File: config.mk
export PLATFORM = sky130hd
export DESIGN_NAME = serial_subtractor
export DESIGN_NICKNAME = d
export VERILOG_FILES = /design/src/rtl/serial_subtractor_pkg.sv /design/src/rtl/serial_subtractor_full_subtractor.sv /design/src/rtl/serial_subtractor.sv
export SDC_FILE = /design/constraint.sdc
export NUM_CORES = 1
export LEC_CHECK = 0
export CORE_AREA = 2 2 86 88
export DETAILED_ROUTE_END_ITERATION = 12
export DIE_AREA = 0 0 88 90
export GPL_TIMING_DRIVEN = 0
export REMOVE_ABC_BUFFERS = 1
export SYNTH_ARGS = -nofsm -noshare
export SYNTH_HDL_FRONTEND = slang
export SYNTH_SLANG_ARGS = --single-unit
File: constraint.sdc
create_clock -name clk -period 1.8 [get_ports clk]
set_input_delay 0.36 -clock clk [delete_from_list [all_inputs] [get_ports clk]]
set_output_delay 0.36 -clock clk [all_outputs]
set_load 0.03 [all_outputs]
File: src/rtl/serial_subtractor_pkg.sv
// Shared definitions for the bit-serial subtractor: FSM encoding and the
// constant function that sizes the bit counter.
package serial_subtractor_pkg;

  typedef enum logic {
    IDLE = 1'b0,
    RUN  = 1'b1
  } state_e;

  // Smallest r with 2**r >= n; usable in constant expressions.
  function automatic int unsigned clog2_f(input int unsigned n);
    int unsigned r;
    r = 0;
    for (int unsigned i = 0; i < 32; i++) begin
      if ((64'd1 << i) < 64'(n)) r = i + 1;
    end
    return r;
  endfunction

endpackage

File: src/rtl/serial_subtractor_full_subtractor.sv
// One-bit full subtractor cell: d = x - y - bin, with borrow out.
module full_subtractor (
  input  logic x,
  input  logic y,
  input  logic bin,
  output logic d,
  output logic bout
);

  assign d    = x ^ y ^ bin;
  assign bout = (~x & y) | (~(x ^ y) & bin);

endmodule

File: src/rtl/serial_subtractor.sv
// Bit-serial subtractor: DIFF = A - B, one bit per clock, LSB first, with a
// registered borrow; start/busy/done handshake and parallel operands/result.
module serial_subtractor
  import serial_subtractor_pkg::*;
#(
  parameter int WIDTH = 8
) (
  input  logic             clk,
  input  logic             rst_n,
  input  logic             start,
  input  logic [WIDTH-1:0] a,
  input  logic [WIDTH-1:0] b,
  output logic             busy,
  output logic             done,
  output logic [WIDTH-1:0] diff,
  output logic             borrow_out
);

  localparam int unsigned      CNT_W = clog2_f(WIDTH + 1);
  localparam logic [CNT_W-1:0] LAST  = CNT_W'(WIDTH - 1);

  state_e           state_q, state_d;
  logic [WIDTH-1:0] a_q, a_d, b_q, b_d;
  logic [WIDTH-2:0] res_q, res_d;
  logic             br_q, br_d;
  logic [CNT_W-1:0] cnt_q, cnt_d;
  logic [WIDTH-1:0] diff_q, diff_d;
  logic             bor_q, bor_d;
  logic             done_q, done_d;

  logic             fs_d, fs_bo;
  logic [WIDTH-1:0] shifted;

  full_subtractor u_cell (
    .x   (a_q[0]),
    .y   (b_q[0]),
    .bin (br_q),
    .d   (fs_d),
    .bout(fs_bo)
  );

  // Result bits already produced sit below the new bit; the LSB of this
  // concatenation is dropped each cycle until the final edge uses all of it.
  assign shifted = {fs_d, res_q};

  always_comb begin
    state_d = state_q;
    a_d     = a_q;
    b_d     = b_q;
    res_d   = res_q;
    br_d    = br_q;
    cnt_d   = cnt_q;
    diff_d  = diff_q;
    bor_d   = bor_q;
    done_d  = 1'b0;
    unique case (state_q)
      IDLE: begin
        if (start) begin
          a_d     = a;
          b_d     = b;
          res_d   = '0;
          br_d    = 1'b0;
          cnt_d   = '0;
          state_d = RUN;
        end
      end
      RUN: begin
        a_d   = a_q >> 1;
        b_d   = b_q >> 1;
        res_d = shifted[WIDTH-1:1];
        br_d  = fs_bo;
        cnt_d = cnt_q + CNT_W'(1);
        if (cnt_q == LAST) begin
          diff_d  = shifted;
          bor_d   = fs_bo;
          done_d  = 1'b1;
          cnt_d   = '0;
          state_d = IDLE;
        end
      end
      default: state_d = IDLE;
    endcase
  end

  always_ff @(posedge clk or negedge rst_n) begin
    if (!rst_n) begin
      state_q <= IDLE;
      a_q     <= '0;
      b_q     <= '0;
      res_q   <= '0;
      br_q    <= 1'b0;
      cnt_q   <= '0;
      diff_q  <= '0;
      bor_q   <= 1'b0;
      done_q  <= 1'b0;
    end else begin
      state_q <= state_d;
      a_q     <= a_d;
      b_q     <= b_d;
      res_q   <= res_d;
      br_q    <= br_d;
      cnt_q   <= cnt_d;
      diff_q  <= diff_d;
      bor_q   <= bor_d;
      done_q  <= done_d;
    end
  end

  assign busy       = (state_q == RUN);
  assign done       = done_q;
  assign diff       = diff_q;
  assign borrow_out = bor_q;

endmodule

* Yosys cells after proc, flatten, opt, wreduce, memory -nomap -nowiden
Index checks and enable logic that the tools add are counted.
Storage, ports and cells: logic and storage cells 37, output and inout bits 11, ROM bits 0, memories 0, register bits after elaboration 39, bits in writable memories 0, latch bits 0, bits of input ports 19
Cells by class: order comparisons 0, $add $sub $neg 1, muxes and demuxes 16, equality and inequality tests 2, divide/modulo/power cells 0, bitwise logic cells 8, reductions and logical operators 1, shift operators 0, multipliers 0
Operator list (number):
- 8-bit case mux with 2 select lines | 2
- 8-bit 2-to-1 mux | 2
- 7-bit case mux with 2 select lines | 1
- 4-bit 2-to-1 mux | 2
- 4-bit case mux with 2 select lines | 1
- 7-bit 2-to-1 mux | 1
- 1-bit 2-to-1 mux | 5
- 4-bit by 1-bit adder with 4-bit output, second input constant | 1
- 4-bit by 3-bit equality test with 1-bit output, second input constant | 1
- 1-bit case mux with 2 select lines | 2
- 1-bit NOT | 3
- 1-bit AND | 2
- 2-bit inequality test, second input constant | 1
- 2-bit AND reduction | 1
- 1-bit XOR | 2
- 1-bit bitwise OR | 1

* Longest topological paths before layout
word-level depth 5, gate-level depth with buffers 5, mapped depth without buffers 4

* Cells and area by module
From an unflattened synthesis, not the netlist that was laid out.
Second synthesis, totals: cells, all modules 145, area, all modules 1730.4 um^2
Modules (own cells, without submodules):
- serial_subtractor | cells an instance 141, instances 1, area an instance 1699.1 um^2, sequential area each 975.9 um^2
- full_subtractor | cells an instance 4, instances 1, area an instance 31.3 um^2, sequential area each 0.0 um^2

* Worst setup path after synthesis
No wires, ideal clock.
path type register to register, start point register cnt_q[0], end point register diff_q[0], in the netlist diff[0], required time 1675 ps, path buffers 1, clock period less this slack 1332 ps, slack 468 ps, cell stages (with the launch flop) 5, arrival time 1206 ps, library setup time 125 ps, cell sequence dfrtp_1 > ha_1 > nand4b_2 > buf_6 > mux2_4
Between the ends: longest elaborated chain between the ends 2
RTL lines:
- from (decl) | line serial_subtractor.sv:26 | logic [CNT_W-1:0] cnt_q, cnt_d;
- from (signal assigned) | line serial_subtractor.sv:102 | cnt_q <= cnt_d;
- 4-bit by 3-bit equality test with 1-bit output | line serial_subtractor.sv:73 | if (cnt_q == LAST) begin
- 2-bit AND reduction (no source line)
- to (signal assigned) | line serial_subtractor.sv:103 | diff_q <= diff_d;
- to (decl) | line serial_subtractor.sv:27 | logic [WIDTH-1:0] diff_q, diff_d;
Every way passes these cells. A chain may end at the register's enable or synchronous reset.

* Final worst setup path
start point register diff_q[5], in the netlist diff[5], end point output port diff[5]
RTL lines:
- to (decl) | line serial_subtractor.sv:15 | output logic [WIDTH-1:0] diff,
No word-level cell between the ends.

==> qor.yml <==
layout:
  layout-drive-gt1-share_pct: 12.92
  syn_to_final_growth_pct: 30.64
  num-nets-final: 198
  antenna_cells: 0
  fill_cells: 741
setup_path:
  slowest_delay_ns: 0.69
  cp-end-kind: "primary output"
  cp.arrival_ns: 1.33
  cp-start-kind: "flop"
  crit_chain: "clkdlybuf4s50_1"
  required_ns: 1.44
  cp_num_buf_inv: 1
  path_class: "reg2out"
  crit_family: "buffers and inverters"
  cp_slowest_cell: "clkdlybuf4s50_1"
  critPathMaxFanout: 2
yosys:
  syn_area_sq_mm: 0.001687
  syn-mean-instance-area_sq_um: 11.40
  synth_top_cells_by_count: "dfrtp_1 (39), nand2_1 (30), o21ai_0 (23)"
  syn_inst: 148
  yosysWarnings: 0
  synth.most_common_cell: "dfrtp_1"
  ys_types: 20
  synth_edf_count: 0
  yosys-top-cells-area: "dfrtp_1 (58%), mux2i_1 (10%), o21ai_0 (6.8%)"
  yosys_most_used_dff: "dfrtp_1"
  async_reset_ff_share_pct: 100.0
  ys_ff_latch: 39
  yosys.area.top_type: "dfrtp_1"
  netlist.area_leader.share_pct: 57.86
  ys_seq_area_share_pct: 57.86
status:
  status: "complete, no violations"
place:
  detailed_place_hpwl_mm: 2.045
  globalplace.congestion: 0.6476
  portBuffers: 29
  dpl_worst_slack_ns: -0.6543
sta:
  rsz0062_at_grt: "false"
  worstMarginPinSlew_ns: 0.7210
  maxSlewHeadroom_pct: 51.93
  finalHoldViolations: 0
  fin_crit_sh_pct: 93.97
  fmax_ghz: 0.5912
  setup_ws_ns: 0.1086
  slew_violations: 0
  min_period_ns: 1.691
  final-setup-viol-count: 0
  hold_ws_ns: 0.01100
  fin_skew_ns: 0.005788
floorplanning:
  start_util_pct: 24.02
  die_w_um: 88
  std_cell_rows: 31
  dieArea_sq_mm: 0.007920
  io_pins: 30
  fp.dieH_um: 90
  coreArea_sq_mm: 0.007020
min_path:
  hold_class: "in2async"
clocking:
  clk_latency_ns: 0.29
  clk_pin_slew_ns: 0.08
  clk_path_buf_depth: 2
  cts_tree: "done"
  cts_made_buffers: 5
  htree_num_levels: 2
  ctsRootBufferMaster: "clkbuf_8"
  clock-sinks: 39
global_route:
  grt-ovfl-total: 0
  grt_start_max_net_pins: 25
  antenna_found_initial: 0
  grt_pass1_wl_mm: 5.830
  track_usage_pct: 9.748
  grt_pass1_vias: 1174
detailed_routing:
  drc: 0
  wl_per_cell_um: 12.14
  wirelength_mm: 3.362
  vias: 1145
  postRouteAntennaNets: 0
  drt-vias-per-instance: 4.134
  first_iter_violations: 58
  firstDrtPassIters: 4
power_and_ir_drop:
  p_leak_uw: 0.001010
  vdd_drop_max_uv: 408.5
  power.density_mw_per_mm2: 1648
run:
  drv_cap: 0
[final cells by class]
cell class	instances	area [sq um]	area share, %
clock buffer	5	68.82	3.123
clock inverter	3	43.79	1.988
inverter	5	18.77	0.8518
multi-input combinational	95	640.6	29.07
sequential	39	979.7	44.46
tap	99	123.9	5.622
timing repair buffer	31	327.8	14.88
[worst paths after layout]
kind                       slack [ns]     start         end  cells after the start
max in group asynchronous        1.32     rst_n     diff[5]                      2
setup / recovery                 0.11   diff[5]     diff[5]                      1
setup reg to reg                 0.17  cnt_q[0]     diff[5]                      3
hold / removal                   0.01     rst_n  borrow_out                      1
hold reg to reg                  0.49    a_q[5]      a_q[4]                      2
min in group clk                 0.49    a_q[5]      a_q[4]                      2
[cell families (layout without fill, tap and decap cells)]
logic type,Yosys count,count (layout),synth area share [%]
and+or+nand+nor,40,40,9.718
DFF,39,39,57.86
AOI/OAI and AO/OA,27,27,8.828
muxes,25,25,16.99
buffers and inverters,14,44,4.154
adders and majority gates,2,2,1.929
xor gates and xnor gates,1,1,0.5194
[sequential cells by signal (all words and copies together), names as in the netlist]
signal / flops
a_q: 8
b_q: 8
diff: 8
res_q: 7
cnt_q: 4
borrow_out: 1
br_q: 1
busy: 1
done: 1
[routing by layer]
metal / up-vias / part of all wire (%) / track usage, %
li1: 556 / - / -
met1: 554 / 48 / 12.50
met2: 27 / 44 / 14.77
met3: 8 / 5.7 / 3.030
met4: 0 / 2.2 / 4.615
met5: - / 0 / 0
[cell usage in the layout (no fill, tap or decap), drive strengths merged]
cell	synthesis	layout
dfrtp	39	39
nand2	30	30
clkdlybuf4s50	0	26
o21ai	23	23
mux2i	17	17
mux2	8	8
nor2	7	7
inv	5	5
clkbuf	2	5
buf	7	3
a22o	2	2
nand3	2	2
clkinv	0	2
nand4b	1	1
xnor2	1	1
a31o	1	1
o31ai	1	1
fa	1	1
ha	1	1
bufinv	0	1
clkdlybuf4s15	0	1
dlygate4sd2	0	1
[what timing repair did]
| action | 4_1_cts | 5_1_grt |
|---|---|---|
| setup endpoints to repair | 40 | 0 |
| buffers inserted | 1 | 0 |
| resized for setup | 6 | 0 |
| hold buffers | 0 | 0 |
[report_power, final]
part,switching [uW],internal (uW),leakage [uW],total (uW)
clock,328,413,0.0000581,741
combinational,683,666,0.000450,1350
sequential,293,1250,0.000501,1540
[per-stage QoR]
step	total power, uW	setup TNS [ns]	instance area, sq um	std cells	utilization [%]
after global placement	2853	-44.53	2049	267	29.19
after CTS	3706	0	2203	277	31.38
after detailed placement	2895	-20.13	2072	268	29.51
final	3631	0	2203	277	31.38
after floorplan	2387	-1.692	1635	139	-
after global routing	3934	0	2203	277	31.38
Note: power is estimated with default switching activity, not from simulation.
